**config.mk**
```make
export PLATFORM = sky130hd
export DESIGN_NAME = memory_stage_flat
export DESIGN_NICKNAME = d
export VERILOG_FILES = /design/src/rtl/memory_stage_if.sv /design/src/rtl/memory_stage.sv /design/src/flat_wrapper.sv
export SDC_FILE = /design/constraint.sdc
export NUM_CORES = 1
export LEC_CHECK = 0
export BUFFER_PORTS_ARGS = -buffer_cell sky130_fd_sc_hd__buf_4
export CORE_AREA = 4 4 355 357
export CTS_BUF_LIST = sky130_fd_sc_hd__clkbuf_4
export DETAILED_ROUTE_END_ITERATION = 8
export DIE_AREA = 0 0 359 361
export GPL_TIMING_DRIVEN = 0
export SLEW_MARGIN = 10
export SYNTH_ARGS = -nofsm -noshare
export SYNTH_HDL_FRONTEND = slang
export SYNTH_SLANG_ARGS = --single-unit
```
**constraint.sdc**
```tcl
create_clock -name clk -period 18.95 [get_ports clk]
set_clock_uncertainty 0.1 [all_clocks]
set_input_delay 3.79 -clock clk [delete_from_list [all_inputs] [get_ports clk]]
set_output_delay 3.79 -clock clk [all_outputs]
set_load 0.01 [all_outputs]
```
**src/rtl/memory_stage_if.sv**
```systemverilog
// Data-memory request/response bus used by the MEM stage.
//   master (MEM stage): req, we, addr, wdata, wstrb out; ready, rdata in
//   slave  (memory)   : the mirror image
// addr is doubleword aligned, wstrb selects byte lanes, and rdata is valid with ready.
interface memory_stage_if #(
  parameter int unsigned XLEN   = 64,
  parameter int unsigned STRB_W = XLEN / 8
);
  logic              req;
  logic              we;
  logic [XLEN-1:0]   addr;
  logic [XLEN-1:0]   wdata;
  logic [STRB_W-1:0] wstrb;
  logic              ready;
  logic [XLEN-1:0]   rdata;

  modport master (output req, we, addr, wdata, wstrb, input ready, rdata);
  modport slave  (input req, we, addr, wdata, wstrb, output ready, rdata);
endinterface

```
**src/rtl/memory_stage.sv**
```systemverilog
// Pipeline MEM stage. Performs the load or store of the instruction held in
// the mem_* registers over the dmem bus. It formats load data, which is sign-
// or zero-extended, and registers the results into wb_*.
//   clk, rst       : clock, asynchronous active-high reset
//   mem_*          : EXE->MEM pipeline registers (held by mem_stall)
//   wb_stall       : writeback cannot accept this cycle
//   mem_stall      : combinational hold request back to EXE
//   dmem           : data-memory bus (master side)
//   wb_*           : registered MEM->WB pipeline registers
module memory_stage #(
  parameter int unsigned XLEN   = 64,
  parameter int unsigned STRB_W = XLEN / 8
) (
  input  logic              clk,
  input  logic              rst,
  input  logic              mem_V,
  input  logic [31:0]       mem_IR,
  input  logic [XLEN-1:0]   mem_PC,
  input  logic [XLEN-1:0]   mem_ALU_RESULT,
  input  logic [XLEN-1:0]   mem_SR2,
  input  logic [XLEN-1:0]   mem_CSRFD,
  input  logic [XLEN-1:0]   mem_RFD,
  input  logic              wb_stall,
  output logic              mem_stall,
  memory_stage_if.master    dmem,
  output logic              wb_V,
  output logic [31:0]       wb_IR,
  output logic [XLEN-1:0]   wb_PC,
  output logic [XLEN-1:0]   wb_ALU_RESULT,
  output logic [XLEN-1:0]   wb_CSRFD,
  output logic [XLEN-1:0]   wb_RFD,
  output logic [XLEN-1:0]   wb_MEM_DATA,
  output logic              wb_MISALIGN
);

  localparam logic [6:0] OPC_LOAD  = 7'b0000011;
  localparam logic [6:0] OPC_STORE = 7'b0100011;

  typedef enum logic [1:0] {IDLE, BUSY, DONE} state_t;

  state_t            state, next_state;
  logic              req_q;
  logic [XLEN-1:0]   load_buf;

  logic [6:0]        opcode;
  logic [2:0]        f3;
  logic [2:0]        off;
  logic [5:0]        lane_shift;
  logic              is_load, is_store, memop, misalign, aligned_op;
  logic [STRB_W-1:0] store_strb;
  logic [XLEN-1:0]   rdata_shifted, load_fmt;
  logic              wb_capture, wb_bubble;

  // Instruction decode; f3[1:0] gives the access size for both loads and stores
  assign opcode     = mem_IR[6:0];
  assign f3         = mem_IR[14:12];
  assign off        = mem_ALU_RESULT[2:0];
  assign lane_shift = {off, 3'b000};
  assign is_load    = (opcode == OPC_LOAD);
  assign is_store   = (opcode == OPC_STORE);
  assign memop      = mem_V & (is_load | is_store);
  assign aligned_op = memop & ~misalign;

  // Natural-alignment check per access size
  always_comb begin
    misalign = 1'b0;
    unique case (f3[1:0])
      2'b00:   misalign = 1'b0;
      2'b01:   misalign = off[0];
      2'b10:   misalign = |off[1:0];
      default: misalign = |off;
    endcase
  end

  // Store byte enables, placed on the lane selected by the low address bits
  always_comb begin
    store_strb = '0;
    unique case (f3[1:0])
      2'b00:   store_strb = STRB_W'(8'h01) << off;
      2'b01:   store_strb = STRB_W'(8'h03) << off;
      2'b10:   store_strb = STRB_W'(8'h0F) << off;
      default: store_strb = '1;
    endcase
  end

  // Bus fields follow mem_* directly; EXE holds them stable while we stall
  assign dmem.req   = req_q;
  assign dmem.we    = is_store;
  assign dmem.addr  = {mem_ALU_RESULT[XLEN-1:3], 3'b000};
  assign dmem.wdata = mem_SR2 << lane_shift;
  assign dmem.wstrb = is_store ? store_strb : '0;

  // Load formatting: bring the addressed lane down to bit 0, then extend
  assign rdata_shifted = dmem.rdata >> lane_shift;

  always_comb begin
    load_fmt = rdata_shifted;
    unique case (f3)
      3'b000:  load_fmt = {{(XLEN-8){rdata_shifted[7]}},   rdata_shifted[7:0]};
      3'b001:  load_fmt = {{(XLEN-16){rdata_shifted[15]}}, rdata_shifted[15:0]};
      3'b010:  load_fmt = {{(XLEN-32){rdata_shifted[31]}}, rdata_shifted[31:0]};
      3'b100:  load_fmt = {{(XLEN-8){1'b0}},  rdata_shifted[7:0]};
      3'b101:  load_fmt = {{(XLEN-16){1'b0}}, rdata_shifted[15:0]};
      3'b110:  load_fmt = {{(XLEN-32){1'b0}}, rdata_shifted[31:0]};
      default: load_fmt = rdata_shifted;
    endcase
  end

  // Next state, stall and writeback selection
  always_comb begin
    next_state = state;
    mem_stall  = wb_stall | (aligned_op & (state != DONE));
    wb_capture = 1'b0;
    wb_bubble  = 1'b0;
    unique case (state)
      IDLE: begin
        if (aligned_op) begin
          next_state = BUSY;
          wb_bubble  = ~wb_stall;
        end else begin
          wb_capture = ~wb_stall;
        end
      end
      BUSY: begin
        wb_bubble = ~wb_stall;
        if (dmem.ready) next_state = DONE;
      end
      DONE: begin
        if (!wb_stall) begin
          next_state = IDLE;
          wb_capture = 1'b1;
        end
      end
      default: next_state = IDLE;
    endcase
  end

  // State register; req is high exactly while BUSY
  always_ff @(posedge clk or posedge rst) begin
    if (rst) begin
      state <= IDLE;
      req_q <= 1'b0;
    end else begin
      state <= next_state;
      req_q <= (next_state == BUSY);
    end
  end

  // Formatted load data captured on completion; stores leave zero
  always_ff @(posedge clk or posedge rst) begin
    if (rst) begin
      load_buf <= '0;
    end else if ((state == BUSY) && dmem.ready) begin
      load_buf <= is_load ? load_fmt : '0;
    end
  end

  // MEM->WB pipeline registers
  always_ff @(posedge clk or posedge rst) begin
    if (rst) begin
      wb_V          <= 1'b0;
      wb_IR         <= '0;
      wb_PC         <= '0;
      wb_ALU_RESULT <= '0;
      wb_CSRFD      <= '0;
      wb_RFD        <= '0;
      wb_MEM_DATA   <= '0;
      wb_MISALIGN   <= 1'b0;
    end else if (wb_capture) begin
      wb_V          <= mem_V;
      wb_IR         <= mem_IR;
      wb_PC         <= mem_PC;
      wb_ALU_RESULT <= mem_ALU_RESULT;
      wb_CSRFD      <= mem_CSRFD;
      wb_RFD        <= mem_RFD;
      wb_MEM_DATA   <= (state == DONE) ? load_buf : '0;
      wb_MISALIGN   <= (state == IDLE) & memop & misalign;
    end else if (wb_bubble) begin
      wb_V <= 1'b0;
    end
  end

endmodule
```
**src/flat_wrapper.sv**
```systemverilog
// flat-port wrapper written by rule: the top's interface ports become plain ports
module memory_stage_flat 
#(
  parameter int unsigned XLEN   = 64,
  parameter int unsigned STRB_W = XLEN / 8
)
  (clk, rst, mem_V, mem_IR, mem_PC, mem_ALU_RESULT, mem_SR2, mem_CSRFD, mem_RFD, wb_stall, mem_stall, wb_V, wb_IR, wb_PC, wb_ALU_RESULT, wb_CSRFD, wb_RFD, wb_MEM_DATA, wb_MISALIGN, dmem_req, dmem_we, dmem_addr, dmem_wdata, dmem_wstrb, dmem_ready, dmem_rdata);
  memory_stage_if #(.XLEN(XLEN), .STRB_W(STRB_W)) dmem_i ();
  input  logic clk;
  input  logic rst;
  input  logic mem_V;
  input  logic [31:0] mem_IR;
  input  logic [XLEN-1:0] mem_PC;
  input  logic [XLEN-1:0] mem_ALU_RESULT;
  input  logic [XLEN-1:0] mem_SR2;
  input  logic [XLEN-1:0] mem_CSRFD;
  input  logic [XLEN-1:0] mem_RFD;
  input  logic wb_stall;
  output logic mem_stall;
  output logic wb_V;
  output logic [31:0] wb_IR;
  output logic [XLEN-1:0] wb_PC;
  output logic [XLEN-1:0] wb_ALU_RESULT;
  output logic [XLEN-1:0] wb_CSRFD;
  output logic [XLEN-1:0] wb_RFD;
  output logic [XLEN-1:0] wb_MEM_DATA;
  output logic wb_MISALIGN;
  output wire logic [$bits(dmem_i.req)-1:0] dmem_req;
  output wire logic [$bits(dmem_i.we)-1:0] dmem_we;
  output wire logic [$bits(dmem_i.addr)-1:0] dmem_addr;
  output wire logic [$bits(dmem_i.wdata)-1:0] dmem_wdata;
  output wire logic [$bits(dmem_i.wstrb)-1:0] dmem_wstrb;
  input wire logic [$bits(dmem_i.ready)-1:0] dmem_ready;
  input wire logic [$bits(dmem_i.rdata)-1:0] dmem_rdata;
  assign dmem_req = dmem_i.req;
  assign dmem_we = dmem_i.we;
  assign dmem_addr = dmem_i.addr;
  assign dmem_wdata = dmem_i.wdata;
  assign dmem_wstrb = dmem_i.wstrb;
  assign dmem_i.ready = dmem_ready;
  assign dmem_i.rdata = dmem_rdata;
  memory_stage #(.XLEN(XLEN), .STRB_W(STRB_W)) u_core (.clk(clk), .rst(rst), .mem_V(mem_V), .mem_IR(mem_IR), .mem_PC(mem_PC), .mem_ALU_RESULT(mem_ALU_RESULT), .mem_SR2(mem_SR2), .mem_CSRFD(mem_CSRFD), .mem_RFD(mem_RFD), .wb_stall(wb_stall), .mem_stall(mem_stall), .dmem(dmem_i), .wb_V(wb_V), .wb_IR(wb_IR), .wb_PC(wb_PC), .wb_ALU_RESULT(wb_ALU_RESULT), .wb_CSRFD(wb_CSRFD), .wb_RFD(wb_RFD), .wb_MEM_DATA(wb_MEM_DATA), .wb_MISALIGN(wb_MISALIGN));
endmodule
```
==> results of run 1 <==
[where the power goes]
group / switching [mW] / internal [mW]
Combinational: 0.285 / 0.271
Clock: 0.417 / 0.434
Sequential: 0.0358 / 0.964
[flip-flops by register name, indices dropped and copies added, names as in the netlist]
name	cells
u_core.wb_CSRFD	64
u_core.wb_IR	32
u_core.dmem.req	1
u_core.wb_PC	64
u_core.wb_MEM_DATA	64
u_core.wb_MISALIGN	1
u_core.wb_ALU_RESULT	64
u_core.wb_RFD	64
u_core.wb_V	1
u_core.load_buf	64
u_core.state	2
[synth_stat cells, types with 2 or more instances]
master,count,share of area
dfrtp_1,421,0.52
nand2_1,93,0.017
a31oi_1,4,0.0012
nor2b_1,17,0.0053
nand2b_1,10,0.0031
a22o_1,64,0.028
o31ai_1,22,0.0082
a32o_1,2,0.0010
inv_1,13,0.0024
nand3_1,5,0.0012
nand3b_1,8,0.0030
a22oi_1,9,0.0034
ha_1,5,0.0031
nor2_1,90,0.017
a21oi_1,60,0.015
buf_2,46,0.011
mux2i_1,118,0.059
and3_1,8,0.0025
a221o_1,16,0.0080
or2_2,2,0.00062
a21o_1,2,0.00075
or3_1,2,0.00062
a2bb2oi_1,2,0.00087
mux2_2,312,0.17
or4_1,2,0.00075
mux4_2,15,0.017
nor3b_1,2,0.00075
buf_1,9,0.0017
a211oi_1,25,0.0093
a211o_1,6,0.0026
o21ai_0,62,0.015
o211ai_1,7,0.0026
clkbuf_1,51,0.0095
buf_4,76,0.028
buf_6,12,0.0067
o22ai_1,37,0.012
[per-stage QoR]
| step | instance area, um2 | worst slack, ns | std cells |
|---|---|---|---|
| detailed placement | 29100 | 8.14 | 4196 |
| global placement | 29000 | -2.08 | 4191 |
| finish | 30700 | 8.04 | 4429 |
| global route | 30700 | 8.04 | 4424 |
| CTS | 30700 | 8.13 | 4411 |
| floorplan | 20100 | 3.34 | 1646 |
[logic make-up (layout without fill, tap and decap cells)]
kind of cell | Yosys count | after routing
multiplexers | 445 | 445
AO/OA/AOI/OAI | 322 | 322
adder cells (fa/ha/maj) | 5 | 5
AND/OR/NAND/NOR | 243 | 243
buffers and inverters | 207 | 1335
flip-flops | 421 | 421
other | 1 | 21
[per-layer routing]
layer / vias up / wire (um)
met5: - / 164
met1: 9294 / 43400
met4: 24 / 3150
li1: 8085 / -
met3: 154 / 9840
met2: 907 / 60700
[area by class of cell]
cell class,count,area [um2]
fill,13286,92300
sequential,421,10500
multi-input combinational,1018,8390
timing repair buffer,913,6930
tap,1637,2050
clock buffer,172,1290
buffer,194,1160
clock inverter,43,238
inverter,13,56.3
antenna,18,45.0
[how the worst max path moves through the flow]
stage / start / cells after the start / to / slack, ns
after floorplan: rst / 1 / u_core.dmem.req / 3.34
after global placement: rst / 2 / u_core.wb_IR[17] / -2.08
final: mem_ALU_RESULT[1] / 8 / dmem_wdata[27] / 8.04
after CTS: mem_ALU_RESULT[1] / 10 / dmem_wdata[51] / 8.13
after detailed placement: mem_ALU_RESULT[1] / 10 / dmem_wdata[51] / 8.14
after global routing: mem_ALU_RESULT[1] / 9 / dmem_wdata[58] / 8.04
==> results.ini, run 1 <==
[outcome]
status = finished, final reports clean

[grt]
antenna_found_initial = 31
overflow = 0
top_usage_layer = met2
grt_use_met2 = 0.315
grt_use_total = 0.174
grt_first_pass_wirelength_mm = 159
grt_use_met3 = 0.0621
grt.met1_usage = 0.190
grt_pass1_vias = 19063
grt_max_degree = 105

[die]
initial_core_util = 0.164
die_w_um = 359
io_pins = 914
fp.coreArea_um2 = 123000
placementRows = 129
die_h_um = 361
die_area_um2 = 130000

[drt]
wirelength_mm = 117
drt-pass1-iter-count = 7
via_per_inst = 4.17
drt-initial-drc-count = 1175
wl_per_cell_um = 26.5
vias = 18464
route.detailed.drc = 0
antenna_left = 0

[synth]
syn_inst = 1644
ys_warn_count = 0
yosys.area_share.simple = 0.0535
synth-seq-cells = 421
synth_cell_types = 45
synth_compound_area_frac = 0.109
synthArstFlopShare = 1.00
synth-seq-area-share = 0.524
syn_avg_cell_area_um2 = 12.2
synth_top_family_by_area = multiplexers
muxShareOfSynthArea = 0.250
syn_area_um2 = 20100
synth_edf_count = 0
synthAdderAreaFrac = 0.00311
ys.flop_type = dfrtp_1
synth_xor_area_frac = 0

[timing]
finalSetupViolCount = 0
fmax_mhz = 91.7
tightest_slew_ns = 1.18
final.setup.tns_ns = 0
rsz0062_at_grt = false
min_period_ns = 10.91
hold_ws_ns = 0.293
fin_crit_sh = 0.576
maxSlewHeadroom = 0.214
finalHoldViolations = 0
maxSlewViolCount = 0

[setup_path]
slowest_stage = clkbuf_1
worstPathMaxFanout = 10
path_class = input pin to primary output
path_buf_inv = 6
slowest_delay_ns = 0.91
crit_arrival_ns = 7.02
path_cells = buf_2, buf_2, buf_2, clkbuf_1, clkbuf_1, a211oi_1, a211oi_1, buf_4
cpMostUsedCell = buf_2
critical-path-top-delay-family = buffers and inverters
startpoint_type = input pin
end_kind = primary output
worst-r2r-setup-slack_ns = 16.39
timing.rr.start = u_core.state[1]
r2r_cells = 6
r2r_end = u_core.wb_PC[56]
cp_data_required_time_ns = 15.06

[final_layout]
areaGrowthSynthToFinish_pct = 52.6
drive_gt1_frac = 0.565
final_common_cell = buf_4
fin_util = 0.250
nNetsFinal = 3105
most-common-layout-cells = buf_4 (985), dfrtp_1 (421), mux2_2 (312)

[clock_network]
cts_hold_buffers = 0
cts_sinks = 421
clock_latency_ns = 1.01
htreeDepth = 3
cts_buffers = 118
clk_path_buf_depth = 3
clk_pin_slew_worst_paths_ns = 0.06
cts_root_buffer = clkbuf_4
ctsResizeCount = 0
cts_tree = yes
postCtsSetupRepairBufs = 0

[worst_hold_path]
hold_class = register to register
min_to = u_core.wb_MEM_DATA[35]
worstHoldStart = u_core.load_buf[35]
holdPathStages = 1

[placement]
gp_congestion = 0.952
hpwl_mm = 98.4
io_buffers = 908

[power]
powerDensity_nw_per_um2 = 78.4
leakage_nw = 14.5
fin_total_pwr_mw = 2.41
irDropWorstVdd_mv = 0.0414

[run]
maxCapViolCount = 0

Power figures use the tool's default switching activity.
==> run 2: changes to the inputs <==
Clock period 18.95 ns to 10.75 ns, I/O delays scaled along.
==> run 2 against run 1 <==
  * Hold slack improved by 0.072 ns
  * Clock-buffer cell count rose by 9
  * Flip-flop and latch count stayed put
  * Register-to-register slack lost 8.3 ns
  * Global-route usage is 0.26 points lower
  * Wire length shrank 1.7%
  * Via count fell by 0.49%
  * Cell count increased by 0.16%
  * Sequential share of layout area is 0.23 points lower
  * Clock power rose by 84%
  * Utilization rose by 0.17 points
  * Critical path type unchanged
  * Largest power group unchanged
==> results.ini, run 2 (same netlist as run 1, synthesis figures left out) <==
[setup_path]
worst-r2r-setup-slack_ns = 8.07  ; -8.32 ns
worstPathMaxFanout = 10  ; unchanged
timing.rr.start = u_core.state[1]
cp_data_required_time_ns = 8.50  ; -6.56 ns
startpoint_type = input pin
end_kind = primary output
r2r_cells = 5  ; -1
r2r_end = u_core.load_buf[24]
crit_arrival_ns = 5.37  ; -1.65 ns
path_class = input pin to primary output

[clock_network]
cts_root_buffer = clkbuf_4
cts_buffers = 119  ; +0.85%
cts_sinks = 421  ; unchanged
clk_pin_slew_worst_paths_ns = 0.06  ; about the same
clock_latency_ns = 0.95  ; -0.06 ns
postCtsSetupRepairBufs = 0  ; unchanged
cts_hold_buffers = 0  ; unchanged
cts_tree = yes
htreeDepth = 3  ; unchanged
clk_path_buf_depth = 3  ; unchanged
ctsResizeCount = 0  ; unchanged

[outcome]
status = finished, final reports clean

[die]
die_w_um = 359  ; unchanged
io_pins = 914  ; unchanged
die_area_um2 = 130000  ; unchanged
die_h_um = 361  ; unchanged
initial_core_util = 0.164  ; unchanged
fp.coreArea_um2 = 123000  ; unchanged
placementRows = 129  ; unchanged

[worst_hold_path]
min_to = u_core.wb_MEM_DATA[48]
holdPathStages = 1  ; unchanged
worstHoldStart = u_core.load_buf[48]
hold_class = register to register

[placement]
dp.cells = 4204  ; +0.19%
io_buffers = 908  ; unchanged
hpwl_mm = 97.0  ; -1.4%
gp_congestion = 0.925  ; -2.8%
place_ws_ns = 3.21  ; -4.92 ns

[final_layout]
areaGrowthSynthToFinish_pct = 53.6
drive_gt1_frac = 0.567  ; +0.00259
fin_cells = 4436  ; +0.16%
most-common-layout-cells = buf_4 (984), dfrtp_1 (421), mux2_2 (312)
nNetsFinal = 3114  ; +0.29%
final_common_cell = buf_4

[grt]
grt_max_degree = 40  ; -62%
grt_first_pass_wirelength_mm = 157  ; -1.4%
overflow = 0  ; unchanged
grt_use_total = 0.171  ; -0.00264
antenna_found_initial = 25  ; -19%
grt_pass1_vias = 18931  ; -0.69%

[timing]
fin_crit_sh = 0.709
finalHoldViolations = 0  ; unchanged
tightest_slew_ns = 1.13  ; -0.0467 ns
finalSetupViolCount = 0  ; unchanged
final.setup.tns_ns = 0  ; unchanged
fmax_mhz = 131
min_period_ns = 7.62
maxSlewHeadroom = 0.245  ; +0.0311
setup_slack_ns = 3.13  ; -4.92 ns
maxSlewViolCount = 0  ; unchanged
rsz0062_at_grt = false
hold_ws_ns = 0.366  ; +0.0724 ns

[drt]
vias = 18374  ; -0.49%
wl_per_cell_um = 26.0  ; -1.8%
wirelength_mm = 115  ; -1.7%
drt-initial-drc-count = 1168  ; -0.60%
route.detailed.drc = 0  ; unchanged
drt-pass1-iter-count = 6  ; -1
via_per_inst = 4.14  ; -0.64%
antenna_left = 0  ; unchanged

[power]
powerDensity_nw_per_um2 = 139  ; +78%
leakage_nw = 14.6  ; +0.71%
fin_total_pwr_mw = 4.31  ; +79%
irDropWorstVdd_mv = 0.0731  ; +77%

[run]
maxCapViolCount = 0  ; unchanged

==> run 2: cell count changes in the layout (fill, tap and decap cells not counted), moves of 2 or more <==
cell       delta
buf_12       +12
inv_8         -3
clkbuf_4      +9
buf_16        -3
clkinv_2      -2
diode_2       -5
clkinv_1      -2
bufinv_16     +2
==> run 2: through the flow <==
stage | utilization | instance area, um2
after global placement | 0.236 | 29000
after detailed placement | 0.238 | 29300
final | 0.251 | 30900
after floorplan | - | 20100
after global routing | 0.251 | 30900
after CTS | 0.251 | 30900
==> run 2: how the worst max path moves through the flow <==
stage,from,depth (start not counted),end
after CTS,mem_ALU_RESULT[1],8,dmem_wdata[25]
final,mem_ALU_RESULT[1],8,dmem_wdata[25]
after global routing,mem_ALU_RESULT[1],8,dmem_wdata[25]
after detailed placement,mem_ALU_RESULT[1],8,dmem_wdata[25]
after global placement,rst,2,u_core.wb_PC[56]
after floorplan,rst,1,u_core.dmem.req
==> run 2: power by group <==
group          switching (mW)  leakage (nW)  internal (mW)  total (mW)
clock network           0.733         0.949          0.838        1.57
logic                   0.493          8.47          0.482       0.976
registers              0.0617          5.22           1.70        1.76
==> run 2: cell type report <==
class / count / area (um2)
Buffer: 194 / 1160
Clock inverter: 38 / 241
Antenna cell: 13 / 32.5
Inverter: 13 / 52.6
Multi-Input combinational cell: 1018 / 8390
Sequential cell: 421 / 10500
Fill cell: 13293 / 92100
Timing Repair Buffer: 921 / 7080
Clock buffer: 181 / 1360
Tap cell: 1637 / 2050
==> run 2: worst max-delay path, cell delays in order <==
cell      delay (ns)
buf_2           0.14
buf_2           0.25
buf_2           0.35
clkbuf_1        0.88
clkbuf_1        0.57
a211oi_1        0.18
a211oi_1        0.59
buf_4           0.24
==> run 2: per-layer routing <==
metal / part of all wire / track usage / vias up
met5: 0.00043 / 0 / -
met4: 0.022 / 0.0418 / 8
met3: 0.081 / 0.0557 / 142
met2: 0.52 / 0.313 / 898
met1: 0.37 / 0.191 / 9218
li1: - / - / 8108
